===== config.mk =====
export PLATFORM = sky130hd
export DESIGN_NAME = cruzamento_ctrl
export DESIGN_NICKNAME = d
export VERILOG_FILES = /design/src/rtl/cruzamento_pkg.sv /design/src/rtl/cruzamento_ctrl_fase_timer.sv /design/src/rtl/cruzamento_ctrl.sv
export SDC_FILE = /design/constraint.sdc
export NUM_CORES = 1
export LEC_CHECK = 0
export CORE_MARGIN = 2
export CORE_UTILIZATION = 54
export CTS_BUF_LIST = sky130_fd_sc_hd__clkbuf_4 sky130_fd_sc_hd__clkbuf_8
export DETAILED_ROUTE_END_ITERATION = 8
export HOLD_SLACK_MARGIN = 0.06
export PLACE_DENSITY = 0.86
export SLEW_MARGIN = 40
export SYNTH_ARGS = -nofsm -noshare
export SYNTH_HDL_FRONTEND = slang
export SYNTH_SLANG_ARGS = --single-unit

===== constraint.sdc =====
create_clock -name clock -period 2 [get_ports clock]
set_input_delay 0.4 -clock clock [delete_from_list [all_inputs] [get_ports clock]]
set_output_delay 0.4 -clock clock [all_outputs]
set_load 0.01 [all_outputs]

===== src/rtl/cruzamento_pkg.sv =====
// cruzamento_pkg
// Shared types and constants for the intersection phase scheduler.
//   estado_t   : seven phase states, 3-bit encoding
//   VERDE/AMARELO/VERMELHO : lamp codes driven onto luz_a / luz_b
//   LADO_A/LADO_B          : values of the 1-bit "next approach" register
package cruzamento_pkg;

  typedef enum logic [2:0] {
    VERDE_A = 3'd0,
    AMAR_A  = 3'd1,
    LIMPA_A = 3'd2,
    PED     = 3'd3,
    VERDE_B = 3'd4,
    AMAR_B  = 3'd5,
    LIMPA_B = 3'd6
  } estado_t;

  localparam logic [1:0] VERDE    = 2'b00;
  localparam logic [1:0] AMARELO  = 2'b01;
  localparam logic [1:0] VERMELHO = 2'b10;

  localparam logic LADO_A = 1'b0;
  localparam logic LADO_B = 1'b1;

endpackage


===== src/rtl/cruzamento_ctrl_fase_timer.sv =====
// fase_timer
// Elapsed-cycle counter for the current phase. Limit comparisons are done
// by the controller; this block only counts.
//   clock : rising-edge clock
//   reset : asynchronous, active-high; clears cnt
//   clr   : synchronous clear, asserted on every phase transition
//   cnt   : cycles spent in the current phase (0 on the first cycle)
module fase_timer (
  input  logic        clock,
  input  logic        reset,
  input  logic        clr,
  output logic [15:0] cnt
);

  // No wrap protection: every phase leaves at or before its own limit,
  // so the counter never reaches its maximum value.
  always_ff @(posedge clock or posedge reset) begin
    if (reset)
      cnt <= 16'd0;
    else if (clr)
      cnt <= 16'd0;
    else
      cnt <= cnt + 16'd1;
  end

endmodule


===== src/rtl/cruzamento_ctrl.sv =====
// cruzamento_ctrl
// Demand-driven phase scheduler for a two-approach crossing with a
// pedestrian walk phase. Minimum/maximum green, fixed yellow, all-red
// clearance, and a latched pedestrian request. Outputs are Moore: they
// decode from the state register and the ped_pend flop only.
//   clock, reset     : rising-edge clock, asynchronous active-high reset
//   car_a, car_b     : vehicle demand levels, sampled every cycle
//   botao            : pedestrian button level
//   luz_a, luz_b     : lamp codes for each head (00 green, 01 yellow, 10 red)
//   pedestre         : walk lamp
//   ped_pend         : pedestrian request latched and not yet served
module cruzamento_ctrl
  import cruzamento_pkg::*;
#(
  parameter logic [15:0] T_MIN   = 16'd2000,
  parameter logic [15:0] T_MAX   = 16'd10000,
  parameter logic [15:0] T_AMAR  = 16'd500,
  parameter logic [15:0] T_LIMPA = 16'd100,
  parameter logic [15:0] T_PED   = 16'd3000
) (
  input  logic       clock,
  input  logic       reset,
  input  logic       car_a,
  input  logic       car_b,
  input  logic       botao,
  output logic [1:0] luz_a,
  output logic [1:0] luz_b,
  output logic       pedestre,
  output logic       ped_pend
);

  estado_t     estado;
  estado_t     prox_estado;
  logic        prox;
  logic [15:0] cnt;
  logic        troca;
  logic        entra_ped;

  assign troca     = (prox_estado != estado);
  assign entra_ped = (prox_estado == PED) && (estado != PED);

  fase_timer u_timer (
    .clock (clock),
    .reset (reset),
    .clr   (troca),
    .cnt   (cnt)
  );

  // State register.
  always_ff @(posedge clock or posedge reset) begin
    if (reset)
      estado <= VERDE_A;
    else
      estado <= prox_estado;
  end

  // prox remembers which green follows the walk phase: the approach
  // opposite to the one whose clearance led into PED.
  // ped_pend: the clear on entry to PED has priority over a simultaneous
  // button press, and the button is ignored while walking.
  always_ff @(posedge clock or posedge reset) begin
    if (reset) begin
      prox     <= LADO_B;
      ped_pend <= 1'b0;
    end else begin
      if (entra_ped)
        prox <= (estado == LIMPA_A) ? LADO_B : LADO_A;
      if (entra_ped)
        ped_pend <= 1'b0;
      else if (botao && (estado != PED))
        ped_pend <= 1'b1;
    end
  end

  // Next-state logic. Demand from the other side is looked at only on the
  // cycle a green could end; it is not remembered across cycles.
  always_comb begin
    prox_estado = estado;
    unique case (estado)
      VERDE_A: begin
        if ((cnt == T_MAX - 16'd1) ||
            ((cnt >= T_MIN - 16'd1) && (car_b || ped_pend)))
          prox_estado = AMAR_A;
      end
      AMAR_A: begin
        if (cnt == T_AMAR - 16'd1)
          prox_estado = LIMPA_A;
      end
      LIMPA_A: begin
        if (cnt == T_LIMPA - 16'd1)
          prox_estado = ped_pend ? PED : VERDE_B;
      end
      PED: begin
        if (cnt == T_PED - 16'd1)
          prox_estado = (prox == LADO_A) ? VERDE_A : VERDE_B;
      end
      VERDE_B: begin
        if ((cnt == T_MAX - 16'd1) ||
            ((cnt >= T_MIN - 16'd1) && (car_a || ped_pend)))
          prox_estado = AMAR_B;
      end
      AMAR_B: begin
        if (cnt == T_AMAR - 16'd1)
          prox_estado = LIMPA_B;
      end
      LIMPA_B: begin
        if (cnt == T_LIMPA - 16'd1)
          prox_estado = ped_pend ? PED : VERDE_A;
      end
      default: prox_estado = VERDE_A;
    endcase
  end

  // Lamp decode. Anything unexpected falls back to all-red.
  always_comb begin
    luz_a    = VERMELHO;
    luz_b    = VERMELHO;
    pedestre = 1'b0;
    unique case (estado)
      VERDE_A: luz_a = VERDE;
      AMAR_A:  luz_a = AMARELO;
      PED:     pedestre = 1'b1;
      VERDE_B: luz_b = VERDE;
      AMAR_B:  luz_b = AMARELO;
      default: ;
    endcase
  end

endmodule

==> reports/metrics.cfg, run 1 <==
[layout]
design_area_um2=1760
final_cell_mix=buf_4 (21), nor2_1 (18), dfrtp_1 (18), nand2_1 (10), nor3_2 (10)
fin_nets=180
insertedDiodeCount=0
syn2layout_area_growth_pct=28.1
drive_gt1_share_pct=32.9
final_common_cell=buf_4

[synth]
synth_cell_types=47
synth_edf_count=0
syn_area_per_cell_um2=9.59
yosys.area_share.simple_pct=38.1
synth_compound_area_share_pct=7.57
muxShareOfSynthArea_pct=1.64
ys_warn_count=0
synthAdderAreaFrac_pct=0.912
synth_nets=149
synth_xor_area_share_pct=8.94
seq_area_frac_synth_pct=38.4
post_synth_instance_area_um2=1370
synth_seq_cells=21
synthFlopType=dfrtp_1
async_flop_share_pct=100
synth_top_family_by_area=simple AND/OR/NAND/NOR gates
synthCells=143

[status]
violations=negative setup slack
status=finished, violations left

[global_route]
grt_pass1_wl_um=5350
grt_pass1_vias=1141
grt-ovfl-total=0
globalRouteTotalUtil_pct=25.7
antenna_found_initial=0
grt_start_max_net_pins=22

[sta]
grt_setup_unrepaired=true
fin_tns_setup_ns=-1.46
max_slew_margin_pct=75.3
setup_viol=17
layout_setup_ws_ns=-0.0952
tightest_slew_ns=0.368
post-route-period-util_pct=105
fin_worst_skew_ns=0.00164
fmax_mhz=477
period_minus_slack_ns=2.10
slew_viol_final=0
hold_viol=0
hold_ws_ns=0.422

[route]
wirelength_um=3580
drc_errors=0
num_vias=1229
avgRoutedWirePerCell_um=17.6
detail-route-antenna-nets=0
drt_first_pass_iters=4
vias_per_cell=6.05
drt_iter0_markers=55

[power_and_ir_drop]
power.density_nw_per_um2=378
p_leak_nw=0.766
peakVddDrop_mv=0.320

[clock_tree]
clkTransAtPathRegs_ns=0.12
cts_max_level=1
cts_tree=yes
cts_inserted_buffers=3
ctsRootBufferMaster=clkbuf_4
clkSinkCount=21
insertion_delay_ns=0.30
hold_buffers=0
clock_path_buffers=2

[setup_path]
arrival_ns=2.30
critical_path.startpoint_type=register
worstSetupPathType=register to register
crit_fanout=11
end_kind=register
worst_ep_required_time_ns=2.20

[placed_design]
pre_cts_slack_ns=-0.00536
post_dp_cell_area_um2=1640
gp_congestion=0.941
dp_hpwl_um=2380
port_buffers=10

[floorplan]
coreArea_um2=2430
start_util_pct=56.4
die_h_um=54.4
rows=18
die_area_um2=2960
die_w_um=54.4
io_pins=11

[run]
maxCapViolations=0

[min_path]
worst_hold_path_type=input port to async pin

## power by group
group / switching (mW) / internal, mW / total, mW
combinational: 0.00955 / 0.00824 / 0.0178
clock: 0.130 / 0.0914 / 0.221
sequential: 0.000000000000000249 / 0.425 / 0.425
## layer usage
layer  track usage [%]  wire length (um)  vias to the layer above
li1                  -                 -                      570
met2              44.6              1840                       47
met1              31.6              1450                      602
met5                 0                 0                        -
met3              3.83               198                       10
met4              10.8                87                        0
## flip-flops by register name (all words and copies together) (netlist names)
| signal | cells |
|---|---|
| estado | 3 |
| prox | 1 |
| ped_pend | 1 |
| u_timer.cnt | 16 |
## cell usage after synthesis (2+ instances only)
| cell type | instances | share of area, % |
|---|---|---|
| or3_1 | 2 | 0.91 |
| nand4bb_1 | 2 | 1.6 |
| xnor2_1 | 8 | 5.1 |
| dfrtp_1 | 20 | 36 |
| nand2_1 | 10 | 2.7 |
| nand4_1 | 2 | 0.91 |
| and4_1 | 2 | 1.3 |
| buf_6 | 2 | 1.6 |
| nor3_2 | 10 | 7.3 |
| nor3_1 | 3 | 1.1 |
| nor2_1 | 19 | 5.2 |
| nor4_1 | 2 | 0.91 |
| nand4b_1 | 2 | 1.3 |
| nor2b_1 | 2 | 0.91 |
| nand2b_1 | 3 | 1.4 |
| mux2_2 | 2 | 1.6 |
| and2_1 | 3 | 1.4 |
| clkbuf_1 | 6 | 1.6 |
| inv_1 | 4 | 1.1 |
| nand3b_1 | 2 | 1.1 |
| xor2_1 | 6 | 3.8 |
| nand3_1 | 6 | 2.2 |
## layout make-up
cell class,count,area (um2)
clock buffers,4,30.0
repair buffers,34,313
flip-flops and latches,21,529
well taps,30,37.5
inverters,4,15.0
multi-input cells,110,832
fillers,167,676
## stage by stage
stage	total power, mW	util [%]	cells
2_1_floorplan	0.439	-	143
3_3_place_gp	0.450	67.4	194
3_5_place_dp	0.451	67.4	194
4_1_cts	0.667	70.9	201
5_1_grt	0.688	72.2	203
6_report	0.664	72.2	203
## cells by family after synthesis
kind of cell	after synthesis
AO/OA/AOI/OAI	12
XOR/XNOR	14
adder cells (fa/ha/maj)	1
buffers and inverters	12
flip-flops	21
multiplexers	2
AND/OR/NAND/NOR	81
## critical path: stages, from the launching register on
cell	delay [ns]
dfrtp_1	0.39
ha_1	0.17
or3b_4	0.44
nor4_4	0.38
nand3b_1	0.19
a21boi_2	0.21
buf_12	0.16
nor3_2	0.05
## timing repair
item	4_1_cts	5_1_grt
resized for setup	7	5
setup buffers	3	2
endpoints found under the setup margin	20	21
endpoints found under the hold margin	0	0
pin swaps	1	1
## path summary, 6_finish.rpt
kind                                          start                  endpoint  slack (ns)  cells past startpoint
max in group asynchronous                     reset          prox$_DFFE_PP1P_        1.31                      3
hold / removal                                reset  u_timer.cnt[4]$_DFF_PP0_        0.42                      3
setup / recovery           u_timer.cnt[1]$_DFF_PP0_  u_timer.cnt[3]$_DFF_PP0_        -0.1                      7
min in group clock         u_timer.cnt[0]$_DFF_PP0_  u_timer.cnt[0]$_DFF_PP0_        0.57                      2
setup reg to reg           u_timer.cnt[1]$_DFF_PP0_  u_timer.cnt[3]$_DFF_PP0_        -0.1                      7
hold reg to reg            u_timer.cnt[0]$_DFF_PP0_  u_timer.cnt[0]$_DFF_PP0_        0.57                      2
(Power assumes the default switching activity.)
==> run 2: changes to the inputs <==
--- a/config.mk
+++ b/config.mk
@@ -5,7 +5,7 @@
 export SDC_FILE = /design/constraint.sdc
 export NUM_CORES = 1
 export LEC_CHECK = 0
-export CORE_MARGIN = 2
+export ABC_AREA = 1
 export CORE_UTILIZATION = 54
 export CTS_BUF_LIST = sky130_fd_sc_hd__clkbuf_4 sky130_fd_sc_hd__clkbuf_8
 export DETAILED_ROUTE_END_ITERATION = 8
==> run 2 against run 1 <==
  * The flow now finishes without violations
  * Clock power about the same
  * Final cell count increased by 18%
  * Power about the same
  * Core utilization decreased by 7.4 points
  * Critical path type is now register to output pin
  * Maximum frequency increased by 14%
  * Final area decreased by 9.4%
  * Largest cell class unchanged
  * Sequential power about the same
  * Clock skew increased by 0.0077 ns
  * Hold slack got worse by 0.090 ns
  * Via count decreased by 2.4%
==> reports/metrics.cfg, run 2 <==
[setup_path]
worstSetupPathType=register to output pin  ; was register to register
arrival_ns=1.44  ; was 2.30 ns
worst_ep_required_time_ns=1.60  ; was 2.20 ns
crit_top_cell=inv_1
r2r_setup_slack_ns=0.19  ; was -0.1 ns
r2r-start=u_timer.cnt[0]$_DFF_PP0_  ; was u_timer.cnt[1]$_DFF_PP0_
worstPathCellList=inv_1 > nand3_1 > nand2_1 > inv_1 > dlygate4sd2_1  ; was ha_1 > or3b_4 > nor4_4 > nand3b_1 > a21boi_2 > buf_12 > nor3_2
rr_endpoint=u_timer.cnt[6]$_DFF_PP0_  ; was u_timer.cnt[3]$_DFF_PP0_
crit_fanout=4  ; was 11
ff2ff_path_depth=9  ; was 7
end_kind=output pin  ; was register
cp_slowest_cell=dfrtp_1  ; was or3b_4
critPathMaxStageDelay_ns=0.45  ; was 0.44 ns
critical_path.startpoint_type=register  ; unchanged

[placed_design]
gp_congestion=0.911  ; was 0.941
pre_cts_slack_ns=0.0791  ; was -0.00536 ns
port_buffers=10  ; unchanged
dp_hpwl_um=2090  ; was 2380 um
dp.cells=232  ; was 194

[power_and_ir_drop]
p_seq_share_pct=64.0  ; about the same
switching_share_pct=23.3  ; was 21.0%
power.density_nw_per_um2=417  ; was 378 nW/um2
pwr-share-clk_pct=33.3  ; was 33.4%
switchingPower_mw=0.155  ; was 0.140 mW
p_leak_nw=0.739  ; was 0.766 nW
combPwrFrac_pct=2.7  ; about the same
p_int_mw=0.509  ; was 0.524 mW
peakVddDrop_mv=0.508  ; was 0.320 mV

[route]
wirelength_um=2930  ; was 3580 um
vias_per_cell=5.02  ; was 6.05
avgRoutedWirePerCell_um=12.3  ; was 17.6 um
drt_first_pass_iters=4  ; unchanged
drt_iter0_markers=46  ; was 55
detail-route-antenna-nets=0  ; unchanged
num_vias=1199  ; was 1229
drc_errors=0  ; unchanged

[clock_tree]
ctsRootBufferMaster=clkbuf_4  ; unchanged
clock_path_buffers=2  ; unchanged
clkTransAtPathRegs_ns=0.13  ; was 0.12 ns
insertion_delay_ns=0.32  ; was 0.30 ns
cts_inserted_buffers=3  ; unchanged
clkSinkCount=21  ; unchanged
cts_max_level=1  ; unchanged
cts_tree=yes  ; unchanged

[sta]
setup_viol=0  ; was 17
hold_viol=0  ; unchanged
fin_tns_setup_ns=0  ; was -1.46 ns
fin_worst_skew_ns=0.00933  ; was 0.00164 ns
max_slew_margin_pct=75.3  ; about the same
tightest_slew_ns=0.370  ; was 0.368 ns
slew_viol_final=0  ; unchanged
fmax_mhz=543  ; was 477 MHz
post-route-period-util_pct=92.1  ; was 105%
period_minus_slack_ns=1.84  ; was 2.10 ns
layout_setup_ws_ns=0.157  ; was -0.0952 ns

[synth]
synthFlopType=dfrtp_1  ; unchanged
post_synth_instance_area_um2=1390  ; was 1370 um2
ys_warn_count=0  ; unchanged
seq_area_frac_synth_pct=37.8  ; was 38.4%
synth_area_leader_cell=dfrtp_1  ; unchanged
synth_seq_cells=21  ; unchanged
netlist_top_cells_count=nand2_1 (40), nor2_1 (33), inv_1 (24)  ; was dfrtp_1 (20), nor2_1 (19), nand2_1 (10), nor3_2 (10), xnor2_1 (8)
synth_cell_types=23  ; was 47
synthCells=192  ; was 143
synth_nets=198  ; was 149
yosys-top-cells-area=dfrtp_1 (36%), nand2_1 (11%), nor2_1 (8.9%)  ; was dfrtp_1 (36%), nor3_2 (7.3%), nor2_1 (5.2%)
synth_edf_count=0  ; unchanged
syn_area_per_cell_um2=7.25  ; was 9.59 um2
synth_top_area_share_pct=35.9  ; was 36.5%
async_flop_share_pct=100  ; unchanged
yosysMostFrequentCell=nand2_1  ; was dfrtp_1

[global_route]
antenna_found_initial=0  ; unchanged
grt_pass1_wl_um=4370  ; was 5350 um
grt-ovfl-total=0  ; unchanged
globalRouteTotalUtil_pct=22.5  ; was 25.7%
grt_start_max_net_pins=17  ; was 22
grt_pass1_vias=1012  ; was 1141

[status]
status=completed  ; was finished, violations left

[layout]
top_regs=u_timer.cnt (16), estado (3)  ; unchanged
fin_nets=216  ; was 180
largest_reg_flops=16  ; unchanged
syn2layout_area_growth_pct=14.3  ; was 28.1%
regMostFlops=u_timer.cnt  ; unchanged
insertedDiodeCount=0  ; unchanged
final_cells=239  ; was 203
drive_gt1_share_pct=22.5  ; was 32.9%
final_cell_mix=nand2_1 (40), nor2_1 (32), inv_1 (23), dfrtp_1 (20)  ; was buf_4 (21), nor2_1 (18), dfrtp_1 (18), nand2_1 (10), nor3_2 (10)
final_common_cell=nand2_1  ; was buf_4
finish.utilization_pct=64.8  ; was 72.2%

[run]
maxCapViolations=0  ; unchanged

[floorplan]
coreArea_um2=2450  ; was 2430 um2
io_pins=11  ; unchanged
die_area_um2=2790  ; was 2960 um2
rows=18  ; unchanged
die_w_um=52.8  ; was 54.4 um
die_h_um=52.8  ; was 54.4 um
start_util_pct=56.7  ; was 56.4%

[min_path]
worst_hold_path_type=input port to async pin  ; unchanged

run 2: changes by cell type in the layout (fill, tap and decap cells not counted), moves of 14 or more:
cell,before,now
nor2_1,18,32
nand2_1,10,40
buf_4,21,4
inv_1,4,23
nor2_2,1,15
run 2: per-stage QoR:
step	power [mW]	instance area [um2]	hold WS, ns
floorplan	0.439	1390	0.376
finish	0.664	1590	0.333
detailed placement	0.451	1530	0.470
CTS	0.671	1570	0.333
global placement	0.451	1530	0.457
global route	0.689	1590	0.352
run 2: repair_timing:
action                                  in CTS  in global routing
endpoints found under the setup margin       5                  6
gates resized for setup                      5                  7
pin swaps                                    0                  1
setup buffers                                2                  1
hold buffers                                 0                  0
run 2: worst max-delay path by stage:
stage | startpoint | cells past startpoint | slack (ns) | endpoint
detailed placement | estado[0]$_DFF_PP0_ | 7 | 0.08 | luz_a[1]
finish | estado[1]$_DFF_PP0_ | 5 | 0.16 | luz_b[1]
global route | u_timer.cnt[0]$_DFF_PP0_ | 9 | -0.02 | u_timer.cnt[14]$_DFF_PP0_
CTS | estado[1]$_DFF_PP0_ | 4 | 0.02 | luz_b[0]
global placement | estado[0]$_DFF_PP0_ | 7 | 0.10 | luz_a[1]
floorplan | u_timer.cnt[0]$_DFF_PP0_ | 11 | 0.37 | u_timer.cnt[2]$_DFF_PP0_
run 2: final cells by class:
| type | count | area [um2] |
|---|---|---|
| clock buffers | 3 | 22.5 |
| clock inverters | 1 | 7.51 |
| fillers | 203 | 863 |
| inverters | 27 | 103 |
| multi-input cells | 143 | 771 |
| flip-flops and latches | 21 | 527 |
| well taps | 30 | 37.5 |
| repair buffers | 14 | 124 |
run 2: worst max-delay path: cells and delay by family (launching register included):
family / cells / cell delay (ns)
AND/OR/NAND/NOR: 2 / 0.23
buffers and inverters: 3 / 0.46
flip-flops: 1 / 0.45
run 2: kinds of logic (layout without fill, tap and decap cells):
kind of cell | count (synthesis) | in the layout | synth area share (%)
simple gates | 126 | 126 | 43.8
compound gates | 3 | 3 | 1.08
buf+inv | 28 | 45 | 8.18
xor+xnor | 13 | 13 | 8.18
flops | 21 | 21 | 37.8
fa+ha+maj | 1 | 1 | 0.898
run 2: routing by layer:
layer	vias to the layer above	track usage [%]	share of wire, %	wire (um)
met1	536	28.3	47	1370
met3	8	6.96	4.3	127
met5	-	0	0	0
met4	0	11.0	2.0	58
li1	620	-	-	-
met2	35	34.6	47	1370
run 2: power by group through the flow:
stage / Clock, mW / Sequential [mW] / Combinational [mW]
global placement: 0 / 0.433 / 0.0182
floorplan: 0 / 0.433 / 0.00681
detailed placement: 0 / 0.433 / 0.0188
CTS: 0.227 / 0.425 / 0.0190
finish: 0.221 / 0.425 / 0.0181
global route: 0.244 / 0.425 / 0.0209
